`src/rtl/proj_minhash_sweep.sv`:
```
`default_nettype none
// ============================================================================
//  Module      : proj_minhash_sweep
//  Description : Swaps feature-map banks, sweeps fragment indices and folds
//                HASH_COUNT affine hashes into a MinHash signature.
//  Revision    : 1.0 - initial release
// ============================================================================
module proj_minhash_sweep #(
    parameter int FRAG_LEN          = 16,
    parameter int SIGNED_INDICE_LEN = 6,
    parameter int FRAG_START        = -4,
    parameter int FRAG_END          = 24,
    parameter int HASH_COUNT        = 4,
    parameter int HASH_BITS         = 16,
    parameter logic [HASH_COUNT*HASH_BITS-1:0] HASH_A =
        {16'h27D4, 16'hC2B2, 16'h85EB, 16'h9E37},
    parameter logic [HASH_COUNT*HASH_BITS-1:0] HASH_B =
        {16'h0007, 16'h0005, 16'h0003, 16'h0001}
) (
    input  logic                              clk,
    input  logic                              rst,
    input  logic                              en,
    input  logic                              fm_wait,
    input  logic [FRAG_LEN-1:0]               frag_data,
    output logic [SIGNED_INDICE_LEN-1:0]      frag_idx,
    output logic                              chg_idx,
    output logic                              sig_valid,
    input  logic                              sig_ready,
    output logic [HASH_COUNT*HASH_BITS-1:0]   sig_data,
    output logic                              busy
);

    localparam int c_SIG_W = HASH_COUNT * HASH_BITS;
    localparam logic [SIGNED_INDICE_LEN-1:0] c_START_IDX = FRAG_START[SIGNED_INDICE_LEN-1:0];
    localparam logic [SIGNED_INDICE_LEN-1:0] c_END_IDX   = FRAG_END[SIGNED_INDICE_LEN-1:0];
    localparam logic [SIGNED_INDICE_LEN-1:0] c_IDX_ONE   = {{(SIGNED_INDICE_LEN-1){1'b0}}, 1'b1};

    typedef enum logic [2:0] {
        S_IDLE  = 3'd0,
        S_SWAP  = 3'd1,
        S_SWEEP = 3'd2,
        S_DRAIN = 3'd3,
        S_OUT   = 3'd4
    } state_t;

    state_t                         r_state_q,     w_state_d;
    logic [SIGNED_INDICE_LEN-1:0]   r_frag_idx_q,  w_frag_idx_d;
    logic                           r_chg_idx_q,   w_chg_idx_d;
    logic                           r_sig_valid_q, w_sig_valid_d;
    logic                           r_busy_q,      w_busy_d;
    logic                           r_drain_q,     w_drain_d;
    logic [FRAG_LEN-1:0]            r_s1_data_q,   w_s1_data_d;
    logic                           r_s1_vld_q,    w_s1_vld_d;
    logic [c_SIG_W-1:0]             r_s2_hash_q,   w_s2_hash_d;
    logic                           r_s2_vld_q,    w_s2_vld_d;
    logic [c_SIG_W-1:0]             r_min_q,       w_min_d;
    logic [HASH_BITS-1:0]           w_s1_ext;

    // Control: the index register doubles as the sweep counter.
    always_comb begin
        w_state_d     = r_state_q;
        w_frag_idx_d  = '0;
        w_chg_idx_d   = 1'b0;
        w_sig_valid_d = 1'b0;
        w_drain_d     = r_drain_q;
        case (r_state_q)
            S_IDLE: begin
                if (en && fm_wait) begin
                    w_state_d   = S_SWAP;
                    w_chg_idx_d = 1'b1;
                end
            end
            S_SWAP: begin
                w_state_d    = S_SWEEP;
                w_frag_idx_d = c_START_IDX;
            end
            S_SWEEP: begin
                if (r_frag_idx_q == c_END_IDX) begin
                    w_state_d = S_DRAIN;
                    w_drain_d = 1'b0;
                end else begin
                    w_frag_idx_d = r_frag_idx_q + c_IDX_ONE;
                end
            end
            S_DRAIN: begin
                if (r_drain_q) begin
                    w_state_d     = S_OUT;
                    w_sig_valid_d = 1'b1;
                end else begin
                    w_drain_d = 1'b1;
                end
            end
            S_OUT: begin
                if (sig_ready) begin
                    w_state_d = S_IDLE;
                end else begin
                    w_sig_valid_d = 1'b1;
                end
            end
            default: begin
                w_state_d = S_IDLE;
            end
        endcase
        w_busy_d = (w_state_d != S_IDLE);
    end

    // Datapath: s1 captures the fragment, s2 the hashes, then the min fold.
    always_comb begin
        w_s1_data_d = frag_data;
        w_s1_vld_d  = (r_state_q == S_SWEEP);
        w_s2_vld_d  = r_s1_vld_q;
    end

    assign w_s1_ext = HASH_BITS'(r_s1_data_q);

    genvar k;
    generate
        for (k = 0; k < HASH_COUNT; k++) begin : g_hash
            logic [HASH_BITS-1:0] w_a;
            logic [HASH_BITS-1:0] w_b;
            logic [HASH_BITS-1:0] w_h;
            logic [HASH_BITS-1:0] w_m;
            assign w_a = HASH_A[k*HASH_BITS +: HASH_BITS];
            assign w_b = HASH_B[k*HASH_BITS +: HASH_BITS];
            assign w_h = r_s2_hash_q[k*HASH_BITS +: HASH_BITS];
            assign w_m = r_min_q[k*HASH_BITS +: HASH_BITS];
            assign w_s2_hash_d[k*HASH_BITS +: HASH_BITS] = w_a * w_s1_ext + w_b;
            // Strict compare: equal hashes keep the stored minimum.
            assign w_min_d[k*HASH_BITS +: HASH_BITS] =
                (r_state_q == S_SWAP)           ? {HASH_BITS{1'b1}} :
                (r_s2_vld_q && (w_h < w_m))     ? w_h : w_m;
        end
    endgenerate

    always_ff @(posedge clk or posedge rst) begin
        if (rst) begin
            r_state_q     <= S_IDLE;
            r_frag_idx_q  <= '0;
            r_chg_idx_q   <= 1'b0;
            r_sig_valid_q <= 1'b0;
            r_busy_q      <= 1'b0;
            r_drain_q     <= 1'b0;
            r_s1_data_q   <= '0;
            r_s1_vld_q    <= 1'b0;
            r_s2_hash_q   <= '0;
            r_s2_vld_q    <= 1'b0;
            r_min_q       <= '1;
        end else begin
            r_state_q     <= w_state_d;
            r_frag_idx_q  <= w_frag_idx_d;
            r_chg_idx_q   <= w_chg_idx_d;
            r_sig_valid_q <= w_sig_valid_d;
            r_busy_q      <= w_busy_d;
            r_drain_q     <= w_drain_d;
            r_s1_data_q   <= w_s1_data_d;
            r_s1_vld_q    <= w_s1_vld_d;
            r_s2_hash_q   <= w_s2_hash_d;
            r_s2_vld_q    <= w_s2_vld_d;
            r_min_q       <= w_min_d;
        end
    end

    assign frag_idx  = r_frag_idx_q;
    assign chg_idx   = r_chg_idx_q;
    assign sig_valid = r_sig_valid_q;
    assign sig_data  = r_min_q;
    assign busy      = r_busy_q;

endmodule
`default_nettype wire

```
`config.mk`:
```
export PLATFORM = sky130hd
export DESIGN_NAME = proj_minhash_sweep
export DESIGN_NICKNAME = d
export VERILOG_FILES = /design/src/rtl/proj_minhash_sweep.sv
export SDC_FILE = /design/constraint.sdc
export NUM_CORES = 1
export LEC_CHECK = 0
export CAP_MARGIN = 20
export CORE_UTILIZATION = 45
export DETAILED_ROUTE_END_ITERATION = 6
export SLEW_MARGIN = 0
export SYNTH_ARGS = -nofsm -noshare
export SYNTH_HDL_FRONTEND = slang
export SYNTH_SLANG_ARGS = --single-unit
```
`constraint.sdc`:
```
create_clock -name clk -period 11.95 [get_ports clk]
set_input_delay 1.7925 -clock clk [delete_from_list [all_inputs] [get_ports clk]]
set_output_delay 1.7925 -clock clk [all_outputs]
set_load 0.05 [all_outputs]
```
==> results of run 1 <==
-- metal layers --
metal	vias to the layer above	share of wire (%)
li1	4686	-
met1	4615	48
met2	152	45
met3	30	4.3
met4	0	1.9
met5	-	0
-- placed cells by master, fill, tap and decap left out, drive strengths merged, types with 8 or more instances in the layout --
cell type / netlist / final
nand3: 48 / 48
o21a: 8 / 8
xnor2: 90 / 90
o21ai: 44 / 44
inv: 306 / 308
ha: 261 / 261
clkbuf: 12 / 19
nand2b: 8 / 8
mux2i: 49 / 49
xor2: 29 / 29
nand4: 9 / 9
a21oi: 29 / 29
nor3: 12 / 12
fa: 128 / 128
nor2b: 14 / 14
dfstp: 63 / 63
a21o: 24 / 24
nor2: 31 / 31
nand2: 70 / 70
clkdlybuf4s50: 0 / 93
dfrtp: 91 / 91
-- sequential cells by signal (all words and copies together), names as in the netlist --
name / flops
busy: 1
chg_idx: 1
frag_idx: 6
r_drain_q: 1
r_s1_data_q: 16
r_s1_vld_q: 1
r_s2_hash_q: 60
r_s2_vld_q: 1
r_state_q: 3
sig_data: 63
sig_valid: 1
-- cells in the mapped netlist (12+ instances only) --
library cell	count	share of area (%)
ha_1	261	23
a21oi_1	28	0.97
o21ai_0	28	0.97
mux2i_1	49	3.4
inv_1	304	7.9
nor2_1	31	0.80
dfrtp_1	91	16
nand2_1	70	1.8
o21ai_1	16	0.55
xnor2_1	90	5.4
nor3_1	12	0.41
nand3_1	48	1.7
clkbuf_1	12	0.31
a21o_1	24	1.2
dfstp_2	63	11
nor2b_1	14	0.60
xor2_1	29	1.8
fa_1	128	18
-- worst max path at each step --
stage	startpoint	end
6_report	r_s1_data_q[2]	r_s2_hash_q[15]
5_1_grt	r_s1_data_q[2]	r_s2_hash_q[15]
4_1_cts	r_s1_data_q[2]	r_s2_hash_q[15]
3_5_place_dp	r_s1_data_q[2]	r_s2_hash_q[15]
3_3_place_gp	r_s1_data_q[2]	r_s2_hash_q[15]
2_1_floorplan	rst	busy
-- kinds of logic (layout without fill, tap and decap cells) --
group	count (synthesis)	count (layout)	share of synthesized area [%]
AO/OA/AOI/OAI	132	132	5.85
XOR/XNOR	120	120	7.35
adder cells (fa/ha/maj)	389	389	40.2
buffers and inverters	326	436	8.52
flip-flops	154	154	27.1
multiplexers	49	49	3.39
other	1	1	0.0259
AND/OR/NAND/NOR	221	221	7.50
-- area by class of cell --
| cell class | count | share of cell area [%] |
|---|---|---|
| Timing Repair Buffer | 98 | 5.88 |
| Clock inverter | 13 | 1.03 |
| Sequential cell | 154 | 23.9 |
| Tap cell | 402 | 3.05 |
| Multi-Input combinational cell | 912 | 56.6 |
| Inverter | 306 | 7.00 |
| Clock buffer | 19 | 2.63 |
-- through the flow --
stage	hold WS, ps	instance area [um2]	utilization (%)	setup WS, ps	cells
after floorplan	331	14500	-	6110	1392
after global placement	337	15900	50.2	6560	1871
after detailed placement	345	15900	50.2	6420	1871
after CTS	356	16500	52.1	6420	1903
after global routing	369	16500	52.1	6160	1904
final	352	16500	52.1	6400	1904
==> results_dict.tcl, run 1 <==
set metrics [dict create \
    outcome "finished, final reports clean" \
    ios 94 \
    grt_use_met1_pct 27.7 \
    drt-initial-drc-count 391 \
    fin_crit_sh_pct 46.5 \
    postRouteAntennaNets 0 \
    grt_max_degree 90 \
    drv_cap 0 \
    clockBufferDepth 2 \
    grt_usage_pct 20.0 \
    worst_slew_pin_slew_ps 971 \
    initial_core_util_pct 45.8 \
    dr.pass1.iters 4 \
    core_um2 31600 \
    synth.avg_cell_area_um2 10.4 \
    timing.fmax_ghz 0.180 \
    crit_slowest_cell "dfrtp_1" \
    cts_tree "built" \
    grt_overflow 0 \
    grt_pass1_wl_mm 50.8 \
    crit_type "register to register" \
    cp_num_cells 19 \
    num_rows 65 \
    antenna_found_initial 0 \
    rr_endpoint "r_s2_hash_q[15]" \
    synth_ff_type "dfrtp_1" \
    grt.busiest_layer "met2" \
    fin_skew_ps 12.2 \
    num_vias 9483 \
    vias_per_cell 4.98 \
    seqCellArea_um2 3930 \
    clock-sinks 154 \
    synth_fp_nets 1802 \
    grtUsageMet3_pct 3.87 \
    clk_pin_slew_ps 70 \
    finalSetupViolCount 0 \
    postRouteWirelength_mm 30.6 \
    drive_gt1_share_pct 7.26 \
    drc 0 \
    netlist_area_um2 14500 \
    critPathMaxFanout 13 \
    rsz0062_at_grt "no" \
    required_ps 12260 \
    cp.arrival_ps 5870 \
    synth_seq_area_share_pct 27.1 \
    dpl.hpwl_mm 24.9 \
    period_needed_ps 5550 \
    die_w_um 181 \
    start_kind "register" \
    clock_latency_ps 450 \
    n_fill_cell 2842 \
    ys_seq_elements 154 \
    wl_per_cell_um 16.1 \
    grtUsageMet2_pct 31.5 \
    hold_path_depth 0 \
    setup_tns_ps 0 \
    io_buffer_count 93 \
    synth-edff-count 0 \
    crit_top_cell "inv_1" \
    synthCells 1392 \
    fin_nets 1899 \
    hold_viol 0 \
    hp-class "register to register" \
    num_antenna_cells 0 \
    ys_warn_count 0 \
    critPathMaxStageDelay_ps 800 \
    finalMaxSlewViolations 0 \
    cts_htree_levels 4 \
    grt_pass1_vias 9709 \
    ys_async_sr_fraction_pct 100 \
    cts_resized 0 \
    multi_input_area_um2 9320 \
    crit_buf_inv 6 \
    reg2reg_slack_ps 6400 \
    min_to "r_s2_vld_q" \
    r2r_start "r_s1_data_q[2]" \
    die-area_um2 32900 \
    cts_buffers 17 \
    post_cts_buffers 0 \
    cts-root-buf "clkbuf_16" \
    crit_family "adder cells" \
    crit_chain "inv_1 > ha_1 > inv_1 > ha_1 > or2_2 > fa_1 > inv_1 > fa_1 > inv_1 > fa_1 > inv_1 > fa_1 > inv_1 > ha_1 > o21ai_1 > nand2b_1 > and3_1 > a221o_1 > xnor2_1" \
    reg2regPathDepth 19 \
    area_growth_pct 13.8 \
    hold_buffers 0 \
    die_y_um 181 \
    netlist-cell-type-count 55 \
    slew_headroom_pct 35.2 \
    hp-start "r_s1_vld_q" \
    globalplace.congestion 0.914 \
    crit_path_end_kind "register" \
]
Power of run 1 is left out: the tool's default activity adds up to more than one toggle a clock period on the data nets, which glitch-free logic cannot reach.
==> run 2: changes to the inputs <==
- PLACE_DENSITY: default -> 0.66
- clock period: 11.95 -> 5.01 ns (I/O delays scaled with it)
==> run 2 against run 1 <==
Via count grew 2.6%; routed wire length up 3.2%; sequential share of layout area is 0.56 points lower; final cell count rose by 2.4%; highest routed layer unchanged; sequential cell count did not move; clock skew is 4.4 ps higher; first-iteration DRC count grew 4.1%; count of clock-buffer cells in the layout is 2 higher; largest cell class unchanged.
==> results_dict.tcl, run 2 (synthesized netlist as in run 1, its figures left out) <==
set metrics [dict create \
    num_vias 9733 \
    fin_nets 1944 \
    clock-sinks 154 \
    postLayoutSetupSlackWorst_ps 168 \
    num_rows 65 \
    grt_usage_pct 20.6 \
    r2r_start "r_s1_data_q[5]" \
    finalMaxSlewViolations 0 \
    wl_per_cell_um 16.2 \
    hold_viol 0 \
    cts_buffers 17 \
    cts_tree "built" \
    place_area_um2 16200 \
    hp-class "register to register" \
    fin_crit_sh_pct 96.6 \
    drt-initial-drc-count 407 \
    ios 94 \
    die_w_um 181 \
    num_antenna_cells 0 \
    crit_type "register to register" \
    n_fill_cell 2813 \
    critPathMaxFanout 10 \
    grt_overflow 0 \
    initial_core_util_pct 45.8 \
    outcome "finished, final reports clean" \
    clockBufferDepth 2 \
    reg2reg_slack_ps 170 \
    clk_pin_slew_ps 70 \
    timing.fmax_ghz 0.207 \
    drive_gt1_share_pct 10.9 \
    core_um2 31600 \
    die-area_um2 32900 \
    dr.pass1.iters 4 \
    required_ps 5380 \
    reg2regPathDepth 16 \
    dpl.hpwl_mm 26.1 \
    grt_pass1_wl_mm 51.6 \
    crit_end "r_s2_hash_q[14]" \
    cts_htree_levels 4 \
    fin_skew_ps 16.7 \
    finalSetupViolCount 0 \
    crit_path_end_kind "register" \
    drv_cap 0 \
    postRouteWirelength_mm 31.6 \
    die_y_um 181 \
    dpl_worst_slack_ps 106 \
    start_kind "register" \
    postRouteAntennaNets 0 \
    clock_latency_ps 450 \
    rsz0062_at_grt "yes" \
    final_area_um2 16900 \
    globalplace.congestion 0.954 \
    rr_endpoint "r_s2_hash_q[14]" \
    cp.arrival_ps 5210 \
    vias_per_cell 4.99 \
    drc 0 \
    final_common_cell "inv_1" \
    slew_headroom_pct 35.4 \
    grt_max_degree 94 \
    largest_reg_flops 63 \
    period_needed_ps 4840 \
    io_buffer_count 93 \
    layout_common_cells "inv_1, ha_1, fa_1" \
    grt_pass1_vias 9974 \
    area_growth_pct 16.6 \
    cts-root-buf "clkbuf_16" \
    cp-startpoint "r_s1_data_q[5]" \
    antenna_found_initial 0 \
    worst_slew_pin_slew_ps 970 \
]
## run 2: changes by cell type in the layout (fill, tap and decap cells not counted), sizes merged
cell / previous run / this run
bufinv: 3 / 2
clkinv: 5 / 6
clkbuf: 19 / 21
inv: 308 / 306
buf: 5 / 50
## run 2: layout make-up
cell class              instances  area (um2)  share of cell area (%)
clock buffers                  21         460                    2.73
clock inverters                11         121                   0.719
inverters                     306        1160                    6.85
multi-input cells             912        9380                    55.6
flip-flops and latches        154        3940                    23.3
well taps                     402         503                    2.98
repair buffers                143        1330                    7.87
## run 2: timing repair
action | in CTS | in global routing
setup endpoints to repair | 0 | 6
buffers inserted | 0 | 2
resized for setup | 0 | 14
hold buffers | 0 | 0
## run 2: worst min-delay path by stage
stage	depth (start not counted)	startpoint	endpoint
after floorplan	0	r_s1_vld_q	r_s2_vld_q
after CTS	0	r_s1_vld_q	r_s2_vld_q
final	0	r_s1_vld_q	r_s2_vld_q
after detailed placement	0	r_s1_vld_q	r_s2_vld_q
after global placement	0	r_s1_vld_q	r_s2_vld_q
after global routing	0	r_s1_vld_q	r_s2_vld_q
## run 2: worst max-delay path: stages, from the launching register on
cell and delay (ps):
dfrtp_1 420, buf_12 170, inv_1 50, ha_2 370, clkinvlp_4 210, fa_2 410, ha_1 280, ha_1 290
inv_1 60, fa_1 500, fa_1 540, inv_1 40, ha_1 230, or4_4 530, a31o_1 260, a311oi_2 260
xnor2_1 140
## run 2: per-layer routing
layer	vias to the layer above	share of wire, %	global-route usage [%]
li1	4773	-	-
met1	4809	47	27.3
met2	125	48	34.0
met3	26	3.7	4.29
met4	0	1.9	5.59
met5	-	0	0
## run 2: per-stage QoR
step	instances	hold WS (ps)	TNS [ps]	utilization (%)
final	1949	348	0	53.4
after CTS	1946	349	0	53.1
after detailed placement	1914	335	0	51.3
after global placement	1913	336	0	51.2
after floorplan	1392	331	-49.9	-
after global routing	1949	363	-37.1	53.4
Power of run 2 is left out for the same reason.
==> run 3: changes to the inputs <==
- CTS_BUF_LIST: default -> sky130_fd_sc_hd__clkbuf_16
==> run 3 against run 2 <==
Worst hold slack is essentially flat; sequential share of layout area is essentially flat; final cell count is the same.
==> results_dict.tcl, run 3 (synthesized netlist as in run 1, its figures left out) <==
set metrics [dict create \
    outcome "finished, final reports clean" \
    cts_buffers 17 \
    finalSetupViolCount 0 \
    final_common_cell "inv_1" \
    crit_chain "buf_12 > inv_1 > ha_2 > clkinvlp_4 > fa_2 > ha_1 > ha_1 > inv_1 > fa_1 > fa_1 > inv_1 > ha_1 > or4_4 > a31o_1 > a311oi_2 > xnor2_1" \
    setup_tns_ps 0 \
    antenna_found_initial 0 \
    num_rows 65 \
    fin_util_pct 53.3 \
    drt-initial-drc-count 391 \
    num_antenna_cells 0 \
    clockBufferDepth 2 \
    rsz0062_at_grt "yes" \
    grt_pass1_vias 10000 \
    seqCellArea_um2 3940 \
    dr.pass1.iters 6 \
    r2r_start "r_s1_data_q[5]" \
    hp-class "register to register" \
    io_buffer_count 93 \
    cts_htree_levels 4 \
    cts-root-buf "clkbuf_16" \
    vias_per_cell 4.99 \
    area_growth_pct 16.4 \
    critPathMaxStageDelay_ps 540 \
    clock-sinks 154 \
    grt_overflow 0 \
    crit_path_end_kind "register" \
    crit_buf_inv 5 \
    grt_usage_pct 20.6 \
    layout_common_cells "inv_1, ha_1, fa_1" \
    crit_family "adder cells" \
    fin_skew_ps 16.6 \
    ios 94 \
    clock_latency_ps 450 \
    postRouteWirelength_mm 31.7 \
    largest_reg_flops 63 \
    worst_slew_pin_slew_ps 966 \
    slew_headroom_pct 35.6 \
    required_ps 5380 \
    finalMaxSlewViolations 0 \
    dpl.hpwl_mm 26.1 \
    start_kind "register" \
    multi_input_area_um2 9370 \
    cp.arrival_ps 5210 \
    num_vias 9716 \
    hold_buffers 0 \
    crit_type "register to register" \
    critPathMaxFanout 10 \
    n_fill_cell 2818 \
    cts_tree "built" \
    drc 0 \
    globalplace.congestion 0.954 \
    die_y_um 181 \
    die_w_um 181 \
    drive_gt1_share_pct 10.7 \
    grt_max_degree 94 \
    reg2reg_slack_ps 170 \
    period_needed_ps 4840 \
    crit_slowest_cell "fa_1" \
    postRouteAntennaNets 0 \
    hp-start "r_s1_vld_q" \
    drv_cap 0 \
    fin_crit_sh_pct 96.5 \
    postLayoutSetupSlackWorst_ps 173 \
    fin_nets 1944 \
    initial_core_util_pct 45.8 \
    dpl_worst_slack_ps 106 \
    cp-startpoint "r_s1_data_q[5]" \
    die-area_um2 32900 \
    hold_ws_ps 348 \
    grt_pass1_wl_mm 51.8 \
    core_um2 31600 \
    timing.fmax_ghz 0.207 \
    hold_viol 0 \
    wl_per_cell_um 16.3 \
    clk_pin_slew_ps 60 \
]
[run 3: cell types whose count changed in the layout (fill, tap and decap cells not counted), sizes merged]
| cell | change |
|---|---|
| inv | +2 |
| clkbuf | -4 |
| clkinv | +2 |
[run 3: final timing paths]
check	endpoint	cells past startpoint
worst max register to register	r_s2_hash_q[14]	16
worst min-delay path	r_s2_vld_q	0
min in group asynchronous	r_s2_hash_q[35]	2
worst min register to register	r_s2_vld_q	0
worst max-delay path	r_s2_hash_q[14]	16
max in group asynchronous	sig_data[45]	3
[run 3: repair_timing]
action                                  CTS  global route
hold endpoints to repair                  0             0
setup buffers                             0             2
gates resized for setup                   0            13
endpoints found under the setup margin    0             6
[run 3: metrics by stage]
stage          std cells  cell area, um2
6_report            1949           16900
5_1_grt             1949           16900
3_5_place_dp        1914           16200
2_1_floorplan       1392           14500
4_1_cts             1946           16800
3_3_place_gp        1913           16200
[run 3: routing by layer]
layer	part of all wire (%)	wire, um	track usage, %
met2	48	15200	34.2
met3	3.8	1210	4.29
met4	1.9	603	5.59
met1	46	14700	27.3
met5	0	0	0
[run 3: cell type report]
class,instances,area share [%]
well taps,402,2.98
flip-flops and latches,154,23.3
clock buffers,17,2.52
clock inverters,15,0.809
multi-input cells,912,55.6
repair buffers,143,7.88
inverters,306,6.87
Power of run 3 is left out for the same reason.
